`src/rtl/rom_arbiter.sv`:
```
// Round-robin arbiter sharing one synchronous ROM between the fetch port (m0)
// and the bus port (m1), with a bounded m1 burst lock and one-cycle read return.
module rom_arbiter #(
   parameter int unsigned ADDR_W   = 11,
   parameter int unsigned DATA_W   = 32,
   parameter int unsigned MAX_LOCK = 8
) (
   input  logic              clk,
   input  logic              reset,
   input  logic              m0_req,
   input  logic [ADDR_W-1:0] m0_addr,
   output logic              m0_ack,
   output logic              m0_rvalid,
   output logic [DATA_W-1:0] m0_rdata,
   input  logic              m1_req,
   input  logic [ADDR_W-1:0] m1_addr,
   input  logic              m1_lock,
   output logic              m1_ack,
   output logic              m1_rvalid,
   output logic [DATA_W-1:0] m1_rdata,
   output logic [ADDR_W-1:0] rom_addr,
   input  logic [DATA_W-1:0] rom_dout
);

   localparam int unsigned CNT_W = 8;
   localparam logic [CNT_W-1:0] LOCK_MAX = CNT_W'(MAX_LOCK);

   logic              rr_ptr;
   logic              owner;
   logic [CNT_W-1:0]  lock_cnt;
   logic [ADDR_W-1:0] addr_q;
   logic              both;
   logic              lock_act;
   logic              grant0;
   logic              grant1;

   // owner doubles as "last grant went to m1" because it only moves on a grant
   always_comb begin
      both     = m0_req & m1_req;
      lock_act = m1_lock & owner;
      grant0   = 1'b0;
      grant1   = 1'b0;
      if (!reset) begin
         if (both) begin
            if (lock_act) begin
               if (lock_cnt < LOCK_MAX) grant1 = 1'b1;
               else                     grant0 = 1'b1;
            end else if (rr_ptr) begin
               grant1 = 1'b1;
            end else begin
               grant0 = 1'b1;
            end
         end else begin
            grant0 = m0_req;
            grant1 = m1_req;
         end
      end
   end

   assign m0_ack = grant0;
   assign m1_ack = grant1;

   // Idle cycles replay the last granted address so the ROM address bus stays quiet
   always_comb begin
      rom_addr = addr_q;
      if (grant1)      rom_addr = m1_addr;
      else if (grant0) rom_addr = m0_addr;
   end

   always_ff @(posedge clk) begin
      if (reset) begin
         rr_ptr    <= 1'b0;
         owner     <= 1'b0;
         lock_cnt  <= '0;
         addr_q    <= '0;
         m0_rvalid <= 1'b0;
         m1_rvalid <= 1'b0;
      end else begin
         m0_rvalid <= grant0;
         m1_rvalid <= grant1;
         if (grant0 | grant1) begin
            addr_q <= rom_addr;
            owner  <= grant1;
         end
         if (both & (grant0 | grant1)) rr_ptr <= grant0;
         if (!m1_lock || grant0) begin
            lock_cnt <= '0;
         end else if (grant1 && lock_act && (lock_cnt < LOCK_MAX)) begin
            lock_cnt <= lock_cnt + CNT_W'(1);
         end
      end
   end

   // ROM output is already registered; route it to both ports, rvalid qualifies it
   assign m0_rdata = rom_dout;
   assign m1_rdata = rom_dout;

endmodule

```
`config.mk`:
```
export PLATFORM = sky130hd
export DESIGN_NAME = rom_arbiter
export DESIGN_NICKNAME = d
export VERILOG_FILES = /design/src/rtl/rom_arbiter.sv
export SDC_FILE = /design/constraint.sdc
export NUM_CORES = 1
export LEC_CHECK = 0
export ABC_AREA = 1
export CAP_MARGIN = 40
export CORE_MARGIN = 2
export CORE_UTILIZATION = 36
export DETAILED_ROUTE_END_ITERATION = 16
export GPL_TIMING_DRIVEN = 0
export PLACE_DENSITY_LB_ADDON = 0.08
export SLEW_MARGIN = 40
export SYNTH_ARGS = -nofsm -noshare
export SYNTH_HDL_FRONTEND = slang
export SYNTH_SLANG_ARGS = --single-unit
```
`constraint.sdc`:
```
create_clock -name clk -period 2.8 [get_ports clk]
set_input_delay 0.84 -clock clk [delete_from_list [all_inputs] [get_ports clk]]
set_output_delay 0.84 -clock clk [all_outputs]
set_load 0.1 [all_outputs]
```
* Word-level counts from Yosys, hierarchy flattened
Cells that the tools add are included.
** Cells by class
- Add/sub/neg operators :: 1
- Multiply operators :: 0
- Div/mod/pow operators :: 0
- Magnitude comparators :: 1
- Equal/unequal tests :: 0
- Shift operators :: 0
- Muxes and demuxes :: 12
- Bitwise gates (word level) :: 4
- Reduce and logical (&&, ||, !) cells :: 5
** Operator list (count)
- two-way mux 11 bit :: 2
- two-way mux 1 bit :: 10
- adder 8 x 1 -> 8 bit (second input constant) :: 1
- < comparator 8 x 4 -> 1 bit (second input constant) :: 1
- AND 1 bit :: 3
- logical AND 1 bit :: 2
- OR reduction 2 bit :: 1
- zero test 1 bit :: 1
- logical OR 1 bit :: 1
- OR 1 bit :: 1
** Storage, ports and cells
- Flip-flop bits (word level) :: 23
- Latch bits :: 0
- Bits in writable memories :: 0
- Bits in read-only memories :: 0
- Input bits :: 59
- Memories kept :: 0

* Longest topological paths before layout
- Depth in word-level cells :: 7
- Mapped depth :: 11

* Least setup slack after synthesis
No wires, ideal clock.
- Kind :: in2out
- Start :: input m1_lock
- End :: output rom_addr[0]
- Arrival :: 2.034 ns
- Setup slack :: -0.074 ns
- Stages :: 7
- Path through :: nand2_2 -> nor2_2 -> nand2_2 -> nand2_2 -> nand2_4 -> nand3_1 -> nand3_1
** Between the ends
- Longest elaborated chain between the ends :: 6
- Elaborated cells on any way between the ends :: 9
- Those cells by class :: mux (8); bitwise (1)
** Ends and longest elaborated chain
- from (decl) :: line 17 : input logic m1_lock,
- AND 1 bit * :: line 40 : lock_act = m1_lock & owner;
- two-way mux 1 bit :: line 45 : if (lock_act) begin
- two-way mux 1 bit :: line 44 : if (both) begin
- two-way mux 1 bit :: line 43 : if (!reset) begin
- two-way mux 11 bit :: line 67 : else if (grant0) rom_addr = m0_addr;
- two-way mux 11 bit * :: line 66 : if (grant1) rom_addr = m1_addr;
- to (decl) :: line 21 : output logic [ADDR_W-1:0] rom_addr,
Mark *: on every way between the ends. The rest lies on a longest branch, timed or not.

* Worst setup path after layout
- Start :: input m1_lock
- End :: output rom_addr[4]
Same word-level chain as after synthesis.

==> summary.md <==
| Metric | Value |
|---|---|
| First DRT Iteration DRCs | 40 |
| Net Sw Frac | 51.6% |
| FF-to-FF End | lock_cnt[2] |
| Cells after synthesis | 223 |
| Post-placement cell count | 382 |
| Reg2Reg Depth | 12 |
| Req. time, crit path | 1.96 ns |
| DRC Markers | 0 |
| Simple logic cell fraction of the synthesized area | 32.7% |
| Global route total overflow | 0 |
| Die Ht | 73.1 um |
| Storage element area | 460 um^2 |
| Critical Path AT | 1.91 ns |
| Die area | 0.00534 mm^2 |
| Reg2reg start | lock_cnt[3] |
| Fmax | 0.364 GHz |
| Period minus WS final | 2.75 ns |
| Clock Skew | 0.00169 ns |
| First-pass GRT wire length | 6.78 mm |
| Crit end category | output pin |
| Setup slack, reg-to-reg | 1.26 ns |
| Crit Path Category | in2out |
| Final ANT Viol Nets | 0 |
| Final core occ | 61.8% |
| Syn. warnings | 0 |
| Setup Viol. Count Final | 0 |
| Worst-Skew Late Latency | 0.26 ns |
| Critical Path Start | m1_lock |
| Slew margin rel. | 67.5% |
| Largest family of logic cells by synthesized area | buffers and inverters |
| Core ar. | 0.00466 mm^2 |
| XOR/XNOR Fraction of Synth Area | 0% |
| DR pass1 iterations | 4 |
| CP max FO | 5 |
| Net count, final | 412 |
| Worst hold path class | reg2reg |
| Adder-cell area share of the yosys netlist | 0.729% |
| Synth cell types | 21 |
| Vias | 1,707 |
| Initial Utilization | 36.8% |
| Die span in x | 73.1 um |
| NetSw | 733 uW |
| Synthesized net count | 283 |
| Pwr dens | 493 mW/mm^2 |
| WL/cell | 10.7 um |
| Number of inserted diodes | 0 |
| Mux contribution to synthesized area | 0% |
| Sequential power share | 24.3% |
| Clk network pwr share | 14.2% |
| # port buffers | 105 |
| Setup TNS | 0 ns |
| H-tree lvl count | 1 |
| Max Cap Violations | 0 |
| Num CTS Buffers | 3 |
| Sequential area share after synthesis | 26.8% |
| Worst VDD drop | 255 uV |
| Synthesis-to-layout area growth | 67.7% |
| Final slew viol count | 0 |
| Period utilization | 98.2% |
| Initial antenna violation count | 0 |
| CTS Buffer Depth | 2 |
| Pre-CTS worst setup slack | -0.588 ns |
| Area of the multi-input gates | 671 um^2 |
| Worst Setup EP | rom_addr[4] |
| CTS Root Cell | clkbuf_8 |
| Tot Pwr | 1.42 mW |
| # rows | 25 |
| GP Congestion | 0.721 |
| P_leak | 1.60 nW |
| Synth Register Bits | 23 |
| CTS tree | done |
| Reg clk slew, reported paths | 0.08 ns |
| Mean post-synth cell area | 7.70 um^2 |
| DRT Wirelength | 4.35 mm |
| Vias/cell | 4.21 |
| Status | completed |
| Hold Vio Cnt, Final | 0 |
| GRT Util Overall | 16.0% |
| Layout cells sized above 1 | 63.5% |
| Layout fillers | 423 |
| Worst setup SP type | input pin |
| RSZ-0062 raised after global routing | yes |
| Pint | 687 uW |
| Hold_buf cts | 0 |
| Worst-Margin Slew | 0.491 ns |
| Setup WS post-layout | 0.0511 ns |
| I/O pin total | 138 |
| Vias in the first global route | 1,535 |
| Dpl hpwl | 3.17 mm |
| Pin count of the biggest net entering global routing | 13 |
| Synthesized area | 0.00172 mm^2 |
| Sink Count | 23 |
| Gate power share | 61.5% |
| Compound-gate portion of the synthesized area | 1.97% |
| Non-Filler Instances | 405 |
[logic make-up (layout without fill, tap and decap cells)]
logic type | count (synthesis) | count (layout)
AOI/OAI and AO/OA | 6 | 6
adders and majority gates | 1 | 1
buffers and inverters | 100 | 228
DFF | 23 | 23
and+or+nand+nor | 93 | 93
[cells in the mapped netlist, drive strengths merged]
cell type	count	area (um^2)
ha	1	12.5
a21oi	2	13.8
o21ai	4	20.0
nor4	1	6.26
inv	29	109
dfxtp	23	460
nand4	1	12.5
nand2	30	140
buf	71	539
nand3	47	330
nor2	14	72.6
[layer usage]
| metal | wire (um) | part of all wire [%] | global-route usage, % |
|---|---|---|---|
| met3 | 366 | 8.4 | 3.87 |
| met4 | 0 | 0 | 1.23 |
| met2 | 2220 | 51 | 28.6 |
| met5 | 0 | 0 | 0 |
| met1 | 1760 | 41 | 20.0 |
[area by class of cell]
type	instances	share of cell area (%)
flip-flops and latches	23	16.0
plain buffers	71	19.3
well taps	54	2.35
clock buffers	4	1.56
inverters	29	3.87
repair buffers	124	33.6
multi-input cells	100	23.3
[state kept, by name, indices dropped and copies added (netlist names)]
name       count
rr_ptr         1
addr_q        11
m1_rvalid      1
lock_cnt       8
m0_rvalid      1
owner          1
[worst min path at each step]
stage | startpoint | end | slack (ns) | cells after the start
floorplan | lock_cnt[7] | lock_cnt[7] | 0.42 | 2
global placement | lock_cnt[7] | lock_cnt[7] | 0.43 | 2
detailed placement | lock_cnt[7] | lock_cnt[7] | 0.43 | 2
CTS | lock_cnt[7] | lock_cnt[7] | 0.44 | 2
global route | lock_cnt[5] | lock_cnt[5] | 0.47 | 2
finish | lock_cnt[7] | lock_cnt[7] | 0.44 | 2
[power groups by stage]
stage          Combinational [mW]  Clock, mW  Sequential (mW)
2_1_floorplan               0.648          0            0.364
3_3_place_gp                0.838          0            0.353
3_5_place_dp                0.774          0            0.353
4_1_cts                     0.866      0.212            0.345
5_1_grt                     0.903      0.230            0.347
6_report                    0.873      0.201            0.345
[worst max-delay path, stage by stage]
cell and delay [ns]:
buf_2 0.10, nand2_2 0.07, nor2_2 0.09, nand2_2 0.09
buf_6 0.13, nand3_4 0.08, buf_6 0.15, nand3_2 0.07
nand3_2 0.10, buf_12 0.18
[timing repair]
item | 4_1_cts | 5_1_grt
setup buffers | 12 | 5
pin swaps | 14 | 1
cloned | 2 | 0
setup endpoints to repair | 13 | 12
gates resized for setup | 69 | 5
endpoints found under the hold margin | 0 | 0
[layout by cell type, fill, tap and decap left out, types with 8 or more instances in the layout]
| cell type | instances |
|---|---|
| nor2_1 | 10 |
| clkdlybuf4s50_1 | 22 |
| buf_6 | 8 |
| inv_1 | 21 |
| dfxtp_1 | 23 |
| buf_2 | 68 |
| nand2_1 | 23 |
| nand3_2 | 24 |
| buf_4 | 82 |
| buf_12 | 9 |
| nand3_1 | 20 |
[per-stage QoR]
stage | cell area, um^2 | hold slack, ns
floorplan | 1730 | 0.416
global placement | 2850 | 0.426
detailed placement | 2450 | 0.429
CTS | 2840 | 0.441
global route | 2880 | 0.473
finish | 2880 | 0.436
Note: power is estimated with default switching activity, not from simulation.
